--- src/rtl/peripheral_operand_sequencer_if.sv ---
// -----------------------------------------------------------------------------
// peripheral_operand_sequencer_if
//
// Groups the byte-source handshake and the downstream operand-write signals
// of the operand sequencer into one bundle.
//
// Signals:
//   byte_in        [7:0]  incoming data byte               (source -> seq)
//   byte_valid            byte_in valid                    (source -> seq)
//   byte_ready            sequencer can accept a byte      (seq -> source)
//   start                 pulse: clear and begin a frame   (source -> seq)
//   ack                   consumer has taken the operands  (source -> seq)
//   inputdata      [7:0]  byte to the operand register     (seq -> sink)
//   loaddata              single-cycle write strobe        (seq -> sink)
//   datainput_i    [3:0]  byte index for the write         (seq -> sink)
//   operands_ready        full frame resident downstream   (seq -> sink)
//   busy                  high while collecting/flushing   (seq -> sink)
//   timeout_err           single-cycle abort pulse         (seq -> sink)
//
// Modports:
//   master : the side that feeds bytes and observes the sequencer
//   slave  : the sequencer itself
// -----------------------------------------------------------------------------
interface peripheral_operand_sequencer_if;
  logic [7:0] byte_in;
  logic       byte_valid;
  logic       byte_ready;
  logic       start;
  logic       ack;
  logic [7:0] inputdata;
  logic       loaddata;
  logic [3:0] datainput_i;
  logic       operands_ready;
  logic       busy;
  logic       timeout_err;

  modport master (
    output byte_in, byte_valid, start, ack,
    input  byte_ready, inputdata, loaddata, datainput_i,
           operands_ready, busy, timeout_err
  );

  modport slave (
    input  byte_in, byte_valid, start, ack,
    output byte_ready, inputdata, loaddata, datainput_i,
           operands_ready, busy, timeout_err
  );
endinterface

--- src/rtl/peripheral_operand_sequencer.sv ---
// -----------------------------------------------------------------------------
// peripheral_operand_sequencer
//
// Upstream feeder for the operand-capture stage. Accepts a byte stream over a
// valid/ready handshake and turns it into indexed byte-write pulses that fill
// the 64-bit dataA/dataB operand register. Bytes 0..NBYTES-1 are written per
// frame; after the last write has landed, operands_ready is raised and held
// until ack.
//
// Parameters:
//   NBYTES          bytes per frame, legal range 1..8
//   TIMEOUT_CYCLES  inter-byte timeout limit (only with OPSEQ_TIMEOUT_EN)
//
// Ports:
//   clk     rising-edge system clock
//   reset   synchronous, active-low reset
//   io_bus  peripheral_operand_sequencer_if.slave (handshake + write signals)
//
// Build option:
//   OPSEQ_TIMEOUT_EN  when defined, a frame that stalls for TIMEOUT_CYCLES
//                     consecutive cycles after its first byte is aborted and
//                     timeout_err pulses. When undefined, timeout_err is tied
//                     low and COLLECT waits indefinitely.
//
// All outputs are registered.
// -----------------------------------------------------------------------------
module peripheral_operand_sequencer #(
  parameter int NBYTES         = 8,
  parameter int TIMEOUT_CYCLES = 1000
) (
  input  logic                                 clk,
  input  logic                                 reset,
  peripheral_operand_sequencer_if.slave        io_bus
);

  if (NBYTES < 1 || NBYTES > 8 || TIMEOUT_CYCLES < 1) begin : g_bad_config
    $error("peripheral_operand_sequencer: NBYTES must be 1..8 and TIMEOUT_CYCLES >= 1");
  end

  typedef enum logic [1:0] {
    S_IDLE,
    S_COLLECT,
    S_FLUSH,
    S_READY
  } state_t;

  localparam logic [3:0] LP_LAST_IDX = 4'(NBYTES - 1);

  state_t     r_state;
  state_t     w_state_next;
  logic [3:0] r_count;
  logic [3:0] w_count_next;
  logic       w_handshake;
  logic       w_load;
  logic       w_timeout_hit;

  logic       r_byte_ready;
  logic       r_loaddata;
  logic       r_operands_ready;
  logic       r_busy;
  logic [7:0] r_inputdata;
  logic [3:0] r_datainput_i;

  // byte_ready is a registered copy of "state is COLLECT", so the handshake
  // can be formed directly from it.
  assign w_handshake = io_bus.byte_valid & r_byte_ready;

  // ---------------------------------------------------------------------------
  // Optional inter-byte timeout
  // ---------------------------------------------------------------------------
`ifdef OPSEQ_TIMEOUT_EN
  localparam int               LP_TW    = $clog2(TIMEOUT_CYCLES + 1);
  localparam logic [LP_TW-1:0] LP_TLAST = LP_TW'(TIMEOUT_CYCLES - 1);

  logic [LP_TW-1:0] r_idle_cnt;
  logic             w_idle_run;
  logic             r_timeout_err;

  // Counts only once the frame has its first byte; a start this cycle wins
  // over the timeout, so it also stops the count.
  assign w_idle_run    = (r_state == S_COLLECT) && (r_count != 4'd0) &&
                         !w_handshake && !io_bus.start;
  assign w_timeout_hit = w_idle_run && (r_idle_cnt == LP_TLAST);

  always_ff @(posedge clk) begin
    if (!reset) begin
      r_idle_cnt    <= '0;
      r_timeout_err <= 1'b0;
    end else begin
      r_timeout_err <= w_timeout_hit;
      if (w_idle_run && !w_timeout_hit) begin
        r_idle_cnt <= r_idle_cnt + 1'b1;
      end else begin
        r_idle_cnt <= '0;
      end
    end
  end

  assign io_bus.timeout_err = r_timeout_err;
`else
  assign w_timeout_hit      = 1'b0;
  assign io_bus.timeout_err = 1'b0;
`endif

  // ---------------------------------------------------------------------------
  // FSM: state register
  // ---------------------------------------------------------------------------
  always_ff @(posedge clk) begin
    if (!reset) begin
      // NOTE: sequential state uses non-blocking assignments so every flop
      // samples the pre-edge values regardless of block ordering.
      r_state <= S_IDLE;
      r_count <= 4'd0;
    end else begin
      r_state <= w_state_next;
      r_count <= w_count_next;
    end
  end

  // ---------------------------------------------------------------------------
  // FSM: next state, counter and write strobe
  // ---------------------------------------------------------------------------
  always_comb begin
    // NOTE: every output of this block gets a default first so no path
    // leaves a signal unassigned, which would infer a latch.
    w_state_next = r_state;
    w_count_next = r_count;
    w_load       = 1'b0;

    if (io_bus.start) begin
      // start beats ack and any same-cycle handshake; that byte is dropped.
      w_state_next = S_COLLECT;
      w_count_next = 4'd0;
    end else begin
      unique case (r_state)
        S_IDLE: begin
          w_state_next = S_IDLE;
        end

        S_COLLECT: begin
          if (w_handshake) begin
            w_load       = 1'b1;
            w_count_next = r_count + 4'd1;
            if (r_count == LP_LAST_IDX) begin
              w_state_next = S_FLUSH;
            end
          end else if (w_timeout_hit) begin
            w_state_next = S_IDLE;
            w_count_next = 4'd0;
          end
        end

        // One cycle that lets the final downstream write land before
        // operands_ready is raised.
        S_FLUSH: begin
          w_state_next = S_READY;
        end

        S_READY: begin
          if (io_bus.ack) begin
            w_state_next = S_IDLE;
          end
        end

        default: begin
          w_state_next = S_IDLE;
          w_count_next = 4'd0;
        end
      endcase
    end
  end

  // ---------------------------------------------------------------------------
  // Registered outputs
  // ---------------------------------------------------------------------------
  // Status flags are registered from the next state so they line up exactly
  // with the state they describe.
  always_ff @(posedge clk) begin
    if (!reset) begin
      // NOTE: the data/index registers are reset too, because they are
      // visible outputs that must read zero after reset.
      r_byte_ready     <= 1'b0;
      r_loaddata       <= 1'b0;
      r_operands_ready <= 1'b0;
      r_busy           <= 1'b0;
      r_inputdata      <= 8'h00;
      r_datainput_i    <= 4'h0;
    end else begin
      r_byte_ready     <= (w_state_next == S_COLLECT);
      r_busy           <= (w_state_next == S_COLLECT) || (w_state_next == S_FLUSH);
      r_operands_ready <= (w_state_next == S_READY);
      r_loaddata       <= w_load;
      // Data and index hold their last value between writes.
      if (w_load) begin
        r_inputdata   <= io_bus.byte_in;
        r_datainput_i <= r_count;
      end
    end
  end

  assign io_bus.byte_ready     = r_byte_ready;
  assign io_bus.loaddata       = r_loaddata;
  assign io_bus.operands_ready = r_operands_ready;
  assign io_bus.busy           = r_busy;
  assign io_bus.inputdata      = r_inputdata;
  assign io_bus.datainput_i    = r_datainput_i;

endmodule

--- src/flat_wrapper.sv ---
// flat-port wrapper written by rule: the top's interface ports become plain ports
module peripheral_operand_sequencer_flat 
#(
  parameter int NBYTES         = 8,
  parameter int TIMEOUT_CYCLES = 1000
)
  (clk, reset, io_bus_byte_in, io_bus_byte_valid, io_bus_start, io_bus_ack, io_bus_byte_ready, io_bus_inputdata, io_bus_loaddata, io_bus_datainput_i, io_bus_operands_ready, io_bus_busy, io_bus_timeout_err);
  peripheral_operand_sequencer_if io_bus_i ();
  input  logic clk;
  input  logic reset;
  input wire logic [$bits(io_bus_i.byte_in)-1:0] io_bus_byte_in;
  input wire logic [$bits(io_bus_i.byte_valid)-1:0] io_bus_byte_valid;
  input wire logic [$bits(io_bus_i.start)-1:0] io_bus_start;
  input wire logic [$bits(io_bus_i.ack)-1:0] io_bus_ack;
  output wire logic [$bits(io_bus_i.byte_ready)-1:0] io_bus_byte_ready;
  output wire logic [$bits(io_bus_i.inputdata)-1:0] io_bus_inputdata;
  output wire logic [$bits(io_bus_i.loaddata)-1:0] io_bus_loaddata;
  output wire logic [$bits(io_bus_i.datainput_i)-1:0] io_bus_datainput_i;
  output wire logic [$bits(io_bus_i.operands_ready)-1:0] io_bus_operands_ready;
  output wire logic [$bits(io_bus_i.busy)-1:0] io_bus_busy;
  output wire logic [$bits(io_bus_i.timeout_err)-1:0] io_bus_timeout_err;
  assign io_bus_i.byte_in = io_bus_byte_in;
  assign io_bus_i.byte_valid = io_bus_byte_valid;
  assign io_bus_i.start = io_bus_start;
  assign io_bus_i.ack = io_bus_ack;
  assign io_bus_byte_ready = io_bus_i.byte_ready;
  assign io_bus_inputdata = io_bus_i.inputdata;
  assign io_bus_loaddata = io_bus_i.loaddata;
  assign io_bus_datainput_i = io_bus_i.datainput_i;
  assign io_bus_operands_ready = io_bus_i.operands_ready;
  assign io_bus_busy = io_bus_i.busy;
  assign io_bus_timeout_err = io_bus_i.timeout_err;
  peripheral_operand_sequencer #(.NBYTES(NBYTES), .TIMEOUT_CYCLES(TIMEOUT_CYCLES)) u_core (.clk(clk), .reset(reset), .io_bus(io_bus_i));
endmodule
--- config.mk ---
export PLATFORM = sky130hd
export DESIGN_NAME = peripheral_operand_sequencer_flat
export DESIGN_NICKNAME = d
export VERILOG_FILES = /design/src/rtl/peripheral_operand_sequencer_if.sv /design/src/rtl/peripheral_operand_sequencer.sv /design/src/flat_wrapper.sv
export SDC_FILE = /design/constraint.sdc
export NUM_CORES = 1
export LEC_CHECK = 0
export CAP_MARGIN = 10
export CORE_MARGIN = 4
export CORE_UTILIZATION = 30
export CTS_BUF_LIST = sky130_fd_sc_hd__clkbuf_16
export CTS_CLUSTER_SIZE = 16
export DETAILED_ROUTE_END_ITERATION = 8
export PLACE_DENSITY = 0.53
export RECOVER_POWER = 25
export SLEW_MARGIN = 20
export SYNTH_ARGS = -nofsm -noshare
export SYNTH_HDL_FRONTEND = slang
export SYNTH_SLANG_ARGS = --single-unit
--- constraint.sdc ---
create_clock -name clk -period 2.73 [get_ports clk]
set_clock_uncertainty 0.1 [all_clocks]
set_input_delay 0.546 -clock clk [delete_from_list [all_inputs] [get_ports clk]]
set_output_delay 0.546 -clock clk [all_outputs]
set_load 0.02 [all_outputs]
Yosys cells after proc, flatten, opt, wreduce, memory -nomap -nowiden

Index checks and enable logic that the tools add are counted.

Add/subtract/negate cells: 1
Equality and inequality tests: 7
Muxes and demuxes: 8
Bitwise gates (word level): 2
Reductions and logical operators: 4

Operator list:

| cell                  | count |
|---|---|
| $eq A2 B2 Y1 const B  | 4 |
| $mux W2               | 4 |
| $pmux W2 S4           | 1 |
| $add A4 B1 Y4 const B | 1 |
| $eq A2 B1 Y1 const B  | 2 |
| $eq A4 B3 Y1 const B  | 1 |
| $mux W1               | 3 |
| $logic_not A2 Y1      | 1 |
| $reduce_and A2 Y1     | 1 |
| $reduce_or A2 Y1      | 1 |
| $and A1 B1 Y1         | 1 |
| $logic_or A1 B1 Y1    | 1 |
| $not A1 Y1            | 1 |

Bits in registers: 22
Input port bits: 13
Output and inout port bits: 17
Logic and storage cells: 30

Longest topological paths before layout

Gate-level depths: netlist (run 1).

Word-level depth: 7
Gate-level depth with buffers: 6
Mapped depth without buffers: 6

Worst setup path after synthesis (run 1)

Ideal clock, no wire load.

Path type: reg2reg
From: register u_core.r_byte_ready (netlist: u_core.io_bus.byte_ready)
To: register u_core.r_byte_ready (netlist: u_core.io_bus.byte_ready)
Setup time: 0.115 ns
Data arrival time: 1.496 ns
Required time: 2.515 ns
Path slack: 1.019 ns
Cell stages (with the launch flop): 6
Path buffers: 0
Period minus slack after synthesis: 1.711 ns
Path through: dfxtp_1 nand4b_4 o31a_1 or2_1 ha_1 and2_1

Longest elaborated chain between the ends: 5

Ends and longest elaborated chain:

| item                     | line                                | text |
|---|---|---|
| start: declaration       | peripheral_operand_sequencer.sv:57  | `logic r_byte_ready;` |
| start signal: assignment | peripheral_operand_sequencer.sv:189 | `r_byte_ready <= (w_state_next == S_COLLECT);` |
| $and A1 B1 Y1            | peripheral_operand_sequencer.sv:66  | `assign w_handshake = io_bus.byte_valid & r_byte_ready;` |
| $mux W2                  | peripheral_operand_sequencer.sv:141 | `if (w_handshake) begin` |
| $pmux W2 S4              | peripheral_operand_sequencer.sv:135 | `unique case (r_state)` |
| $mux W2                  | peripheral_operand_sequencer.sv:130 | `if (io_bus.start) begin` |
| $eq A2 B1 Y1             | peripheral_operand_sequencer.sv:189 |  |

No other way between the ends.
A chain may end at the register's enable or synchronous reset.

Final worst setup path (run 1)

From: input port io_bus_byte_valid
To: register u_core.r_busy (netlist: u_core.io_bus.busy)

Longest elaborated chain between the ends: 6
Elaborated cells between the ends (all ways): 7
Those cells by class: eq/ne (2); mux (3); bitwise (1); reduce/logical (1)

Ends and longest elaborated chain:

| item                                                | line                                | text |
|---|---|---|
| start: declaration                                  | flat_wrapper.sv:12                  | `input wire logic [$bits(io_bus_i.byte_valid)-1:0] io_bus_byte_valid;` |
| $and A1 B1 Y1 (*)                                   | peripheral_operand_sequencer.sv:66  |  |
| $mux W2 (*)                                         | peripheral_operand_sequencer.sv:141 |  |
| $pmux W2 S4 (*)                                     | peripheral_operand_sequencer.sv:135 |  |
| $mux W2 (*)                                         | peripheral_operand_sequencer.sv:130 |  |
| $eq A2 B1 Y1 / $eq A2 B2 Y1 (equally long branches) | peripheral_operand_sequencer.sv:190 | `r_busy <= (w_state_next == S_COLLECT) \|\| (w_state_next == S_FLUSH);` |
| $logic_or A1 B1 Y1 (*)                              | peripheral_operand_sequencer.sv:190 |  |
| end signal: assignment                              | peripheral_operand_sequencer.sv:190 |  |
| end: declaration                                    | peripheral_operand_sequencer.sv:60  | `logic r_busy;` |

Mark *: on every way between the ends. The rest lies on a longest branch, timed or not.

==> results.yml, run 1 <==
timing:
  fmax_ghz: 0.433
  setup_viol: 0
  tns_ns: 0
  fin_crit_sh_pct: 84.5
  hold-worst-slack_ns: 0.356
  rsz0062_at_grt: "false"
  fin_crit_ns: 2.31
  slew_violations: 0
  hold_viol: 0
place:
  gp_congestion: 0.786
  place_hpwl_microns: 1390
  io_buffers: 28
die:
  row_count: 20
  start_util_pct: 31.3
  io_pins: 30
  die_w_microns: 64.5
  die_h_microns: 64.5
  coreArea_sq_um: 3050
  dieArea_sq_um: 4150
clock_network:
  htreeDepth: 1
  clock-sinks: 22
  cts_setup_buffers: 0
  root_buffer: "clkbuf_16"
  clk_pin_slew_ns: 0.06
  numCtsBuffers: 3
  cts_resized: 0
  cts_tree: "built"
  insertion_delay_ns: 0.25
  clk_path_buf_depth: 2
  postCtsHoldBufs: 0
synthesis:
  synthTopCellsByArea: "dfxtp_1 (46%), mux2i_1 (14%), nand2_1 (10%)"
  yosysWarningCount: 0
  synth_fp_nets: 116
  synth_area_per_cell_sq_um: 9.56
  yosysSeqAreaShare_pct: 46.1
  synth_seq_cells: 22
  ys.flop_type: "dfxtp_1"
  synthTopCellsByCount: "nand2_1 (26), dfxtp_1 (22), mux2i_1 (13), nor2_1 (5)"
  synth_edf_count: 0
  synthDistinctLibCells: 28
  post-synth-top-count-cell: "nand2_1"
  async_reset_ff_share_pct: 0
  synth_largest_area_cell: "dfxtp_1"
  synth_area_sq_um: 956
  synth_top_area_share_pct: 46.1
  synth_cells: 100
detailed_routing:
  postRouteAntennaNets: 0
  drt-pass1-iter-count: 4
  vias: 757
  drc: 0
  drt_iter0_drc: 35
  wl_microns: 1920
  avgRoutedWirePerCell_microns: 11.1
  via_per_inst: 4.38
outcome:
  outcome: "completed"
critical_path:
  crit_path_start_kind: "input port"
  critPathArrivalTime_ns: 2.40
  cp_slowest_stage_delay_ns: 0.60
  end_kind: "flip-flop"
  cp_slowest_cell: "dlygate4sd3_1"
  regToRegSetupSlack_ns: 0.91
  r2r-end: "u_core.io_bus.busy"
  r2r_cells: 5
  required_ns: 2.82
  crit_fanout: 8
  crit_chain: "dlygate4sd3_1 -> nand4b_1 -> o31a_1 -> or2_1 -> ha_1 -> nor2b_1"
  path_class: "input port to flip-flop"
  r2r_start: "u_core.r_state[0]"
global_routing:
  grt_overflow: 0
  grt_max_degree: 22
  grt_pass1_vias: 737
  antenna_found_initial: 0
  grt_use_total_pct: 9.84
  grt_pass1_wl_microns: 3220
min_path:
  worstHoldStart: "u_core.io_bus.inputdata[4]"
  hold_path_class: "flip-flop to flip-flop"
  min_to: "u_core.io_bus.inputdata[4]"
  holdPathStages: 2
finish:
  n_antenna_cell: 0
  drive_above_1_share_pct: 5.43
  syn_to_final_growth_pct: 40.2
  nets: 146
  fillers: 325
pwr:
  leakagePower_nw: 0.491
  power_per_cell_area_nw_per_um2: 523
  ir_drop_uv: 235
flow_run:
  max_cap_viol_count: 0
[through the flow]
stage / cell area [sq um] / utilization, % / worst slack [ns] / std cells / total power [mW]
6_report: 1340 / 43.9 / 0.422 / 173 / 0.701
3_5_place_dp: 1280 / 41.8 / 0.378 / 169 / 0.406
5_1_grt: 1340 / 43.9 / 0.329 / 173 / 0.731
3_3_place_gp: 1280 / 41.8 / 0.400 / 169 / 0.405
4_1_cts: 1360 / 44.4 / 0.641 / 173 / 0.719
2_1_floorplan: 956 / - / 1.02 / 100 / 0.372
[cell type report]
type | instances | area [sq um] | share of cell area (%)
multi-input combinational | 72 | 467 | 34.8
sequential | 22 | 440 | 32.9
timing repair buffer | 30 | 295 | 22.0
clock buffer | 3 | 75.1 | 5.60
tap | 44 | 55.1 | 4.11
clock inverter | 1 | 3.75 | 0.280
inverter | 1 | 3.75 | 0.280
[critical path: cells and delay by family]
kind / cells / cell delay, ns
AOI/OAI and AO/OA: 1 / 0.37
adders and majority gates: 1 / 0.27
buffers and inverters: 1 / 0.60
and+or+nand+nor: 3 / 0.62
[layout by cell type (no fill, tap or decap)]
| cell | count |
|---|---|
| o31a_1 | 1 |
| clkbuf_16 | 3 |
| a21oi_1 | 2 |
| or3_1 | 2 |
| nor3_1 | 1 |
| nand2b_1 | 1 |
| buf_4 | 2 |
| ha_1 | 3 |
| o211ai_1 | 1 |
| o21ai_0 | 3 |
| xor2_1 | 1 |
| and2_1 | 2 |
| nand3_1 | 2 |
| nand2_1 | 26 |
| clkinv_1 | 1 |
| o21ai_1 | 1 |
| inv_1 | 1 |
| a21bo_1 | 1 |
| o21bai_1 | 1 |
| nor2b_1 | 1 |
| conb_1 | 1 |
| dfxtp_1 | 22 |
| nand4b_1 | 1 |
| nor3b_4 | 1 |
| mux2i_1 | 13 |
| clkdlybuf4s50_1 | 25 |
| nand3b_4 | 1 |
| or2_1 | 1 |
| nor2_1 | 5 |
| dlygate4sd3_1 | 3 |
[registers in the layout, indices dropped and copies added, names as in the netlist]
signal                        count
u_core.io_bus.operands_ready      1
u_core.io_bus.loaddata            1
u_core.r_count                    4
u_core.io_bus.busy                1
u_core.io_bus.byte_ready          1
u_core.r_state                    2
u_core.io_bus.inputdata           8
u_core.io_bus.datainput_i         4
[logic make-up (layout without fill, tap and decap cells)]
group	count (synthesis)	count (layout)	synth area share, %
compound gates	10	10	6.68
xor+xnor	1	1	0.916
fa+ha+maj	3	3	3.93
buf+inv	6	35	3.53
flops	22	22	46.1
mux	13	13	13.6
other cells	1	1	0.392
simple gates	44	44	24.9
[report_power, final]
part           internal, mW  leakage (nW)  switching, mW
registers             0.327         0.178        0.00469
logic                0.0329         0.274         0.0294
clock network         0.195        0.0385          0.112
[worst max path at each step]
stage | end | slack (ns) | start | depth (start not counted)
after floorplan | u_core.io_bus.byte_ready | 1.02 | u_core.io_bus.byte_ready | 5
after global placement | u_core.io_bus.busy | 0.40 | io_bus_byte_valid | 6
after detailed placement | u_core.io_bus.busy | 0.38 | io_bus_byte_valid | 6
after CTS | u_core.io_bus.busy | 0.64 | io_bus_byte_valid | 6
after global routing | u_core.io_bus.busy | 0.33 | io_bus_byte_valid | 6
final | u_core.io_bus.busy | 0.42 | io_bus_byte_valid | 6
[layer usage]
layer  up-vias  track usage, %  routed length, microns
li1        390               -                       -
met1       345            11.8                     908
met2        17            16.8                     893
met3         5           0.867                      63
met4         0            6.33                      51
met5         -               0                       0
(Power assumes the default switching activity.)
==> inputs of run 2 (changes only) <==
==> constraint.sdc (replaced) <==
create_clock -name clk -period 2.29 [get_ports clk]
set_clock_uncertainty 0.1 [all_clocks]
set_input_delay 0.458 -clock clk [delete_from_list [all_inputs] [get_ports clk]]
set_output_delay 0.458 -clock clk [all_outputs]
set_load 0.02 [all_outputs]
==> results.yml, run 2 (same netlist as run 1, synthesis figures left out) <==
critical_path:
  crit_path_start_kind: "input port"
  crit_fanout: 3
  end_kind: "flip-flop"
  critPathArrivalTime_ns: 2.02
  required_ns: 2.34
  path_class: "input port to flip-flop"
die:
  io_pins: 30
  die_w_microns: 64.5
  coreArea_sq_um: 3050
  dieArea_sq_um: 4150
  row_count: 20
  start_util_pct: 31.3
  die_h_microns: 64.5
clock_network:
  postCtsHoldBufs: 0
  root_buffer: "clkbuf_16"
  cts_resized: 0
  clock-sinks: 22
  clk_pin_slew_ns: 0.06
  numCtsBuffers: 3
  htreeDepth: 1
  insertion_delay_ns: 0.25
  cts_setup_buffers: 0
  cts_tree: "built"
  clk_path_buf_depth: 2
finish:
  final_cell_mix: "nand2_1 (26), clkdlybuf4s50_1 (23), dfxtp_1 (22)"
  multi_input_area_sq_um: 473
  syn_to_final_growth_pct: 41.8
  n_antenna_cell: 0
  layout_commonest_cell: "nand2_1"
  fillers: 323
  drive_above_1_share_pct: 6.87
  nets: 148
  regArea_sq_um: 440
  largest_reg_flops: 8
detailed_routing:
  via_per_inst: 4.34
  drt_iter0_drc: 18
  avgRoutedWirePerCell_microns: 11.1
  vias: 760
  postRouteAntennaNets: 0
  drt-pass1-iter-count: 2
  wl_microns: 1940
  drc: 0
place:
  io_buffers: 28
  place_hpwl_microns: 1400
  gp_congestion: 0.839
  dp_slack_ns: 0.101
pwr:
  power_per_cell_area_nw_per_um2: 619
  leakagePower_nw: 0.508
  ir_drop_uv: 221
global_routing:
  antenna_found_initial: 0
  grt_pass1_wl_microns: 3440
  grt_max_degree: 19
  grt_pass1_vias: 771
  grt_overflow: 0
  grt_use_total_pct: 10.8
min_path:
  hold_path_class: "flip-flop to flip-flop"
timing:
  setup_ws_ns: 0.319
  tns_ns: 0
  fmax_ghz: 0.507
  hold_viol: 0
  rsz0062_at_grt: "false"
  fin_crit_sh_pct: 86.1
  setup_viol: 0
  fin_crit_ns: 1.97
  slew_violations: 0
flow_run:
  max_cap_viol_count: 0
outcome:
  outcome: "completed"
run 2: cell count changes in the layout (fill, tap and decap cells not counted):
cell	delta
clkdlybuf4s50_1	-2
dlygate4sd3_1	+2
clkbuf_1	+1
clkbuf_2	+1
nand4b_1	-1
nand4b_2	+1
o21ai_0	+1
o21ai_1	-1
run 2: through the flow:
step	power (mW)	hold WS, ns	util [%]	instances	instance area (sq um)
2_1_floorplan	0.444	0.367	-	100	956
3_3_place_gp	0.485	0.346	42.3	171	1290
4_1_cts	0.859	0.362	44.9	175	1370
3_5_place_dp	0.485	0.345	42.3	171	1290
6_report	0.838	0.356	44.4	175	1360
5_1_grt	0.878	0.386	44.4	175	1360
run 2: path summary, 6_finish.rpt:
check                                     from                           end  slack [ns]  depth (start not counted)
hold / removal    u_core.io_bus.datainput_i[2]  u_core.io_bus.datainput_i[2]        0.36                          2
hold reg to reg   u_core.io_bus.datainput_i[2]  u_core.io_bus.datainput_i[2]        0.36                          2
setup reg to reg             u_core.r_count[0]      u_core.io_bus.byte_ready        0.59                          6
setup / recovery             io_bus_byte_valid      u_core.io_bus.byte_ready        0.32                          6
run 2: routing by layer:
| metal | share of wire (%) | vias to the layer above | wire (microns) | global-route usage, % |
|---|---|---|---|---|
| met5 | 0 | - | 0 | 0 |
| met4 | 3.6 | 0 | 70 | 8.71 |
| met3 | 3.6 | 6 | 70 | 2.43 |
| met2 | 48 | 17 | 920 | 17.9 |
| met1 | 45 | 347 | 874 | 11.7 |
| li1 | - | 390 | - | - |
run 2: where the power goes:
part / switching (mW) / total (mW) / internal [mW]
clock network: 0.134 / 0.366 / 0.233
logic: 0.0353 / 0.0756 / 0.0403
registers: 0.00632 / 0.396 / 0.390
run 2: layout make-up:
type / count / area share, %
clock buffer: 3 / 5.54
clock inverter: 1 / 0.277
tap: 44 / 4.06
sequential: 22 / 32.5
timing repair buffer: 32 / 22.4
multi-input combinational: 72 / 34.9
inverter: 1 / 0.277
run 2: worst max-delay path, cell delays in order:
cell           delay, ns
dlygate4sd3_1       0.61
nand4b_2            0.13
o31a_1              0.28
or2_1               0.22
ha_1                0.18
and2_1              0.15
==> inputs of run 3 (changes only) <==
--- a/config.mk
+++ b/config.mk
@@ -13,6 +13,7 @@
 export DETAILED_ROUTE_END_ITERATION = 8
 export PLACE_DENSITY = 0.53
 export RECOVER_POWER = 25
+export SETUP_SLACK_MARGIN = 0.02
 export SLEW_MARGIN = 20
 export SYNTH_ARGS = -nofsm -noshare
 export SYNTH_HDL_FRONTEND = slang
==> results of run 3 <==
Same layout as run 2: the final DEF is identical, and so are final timing and power.
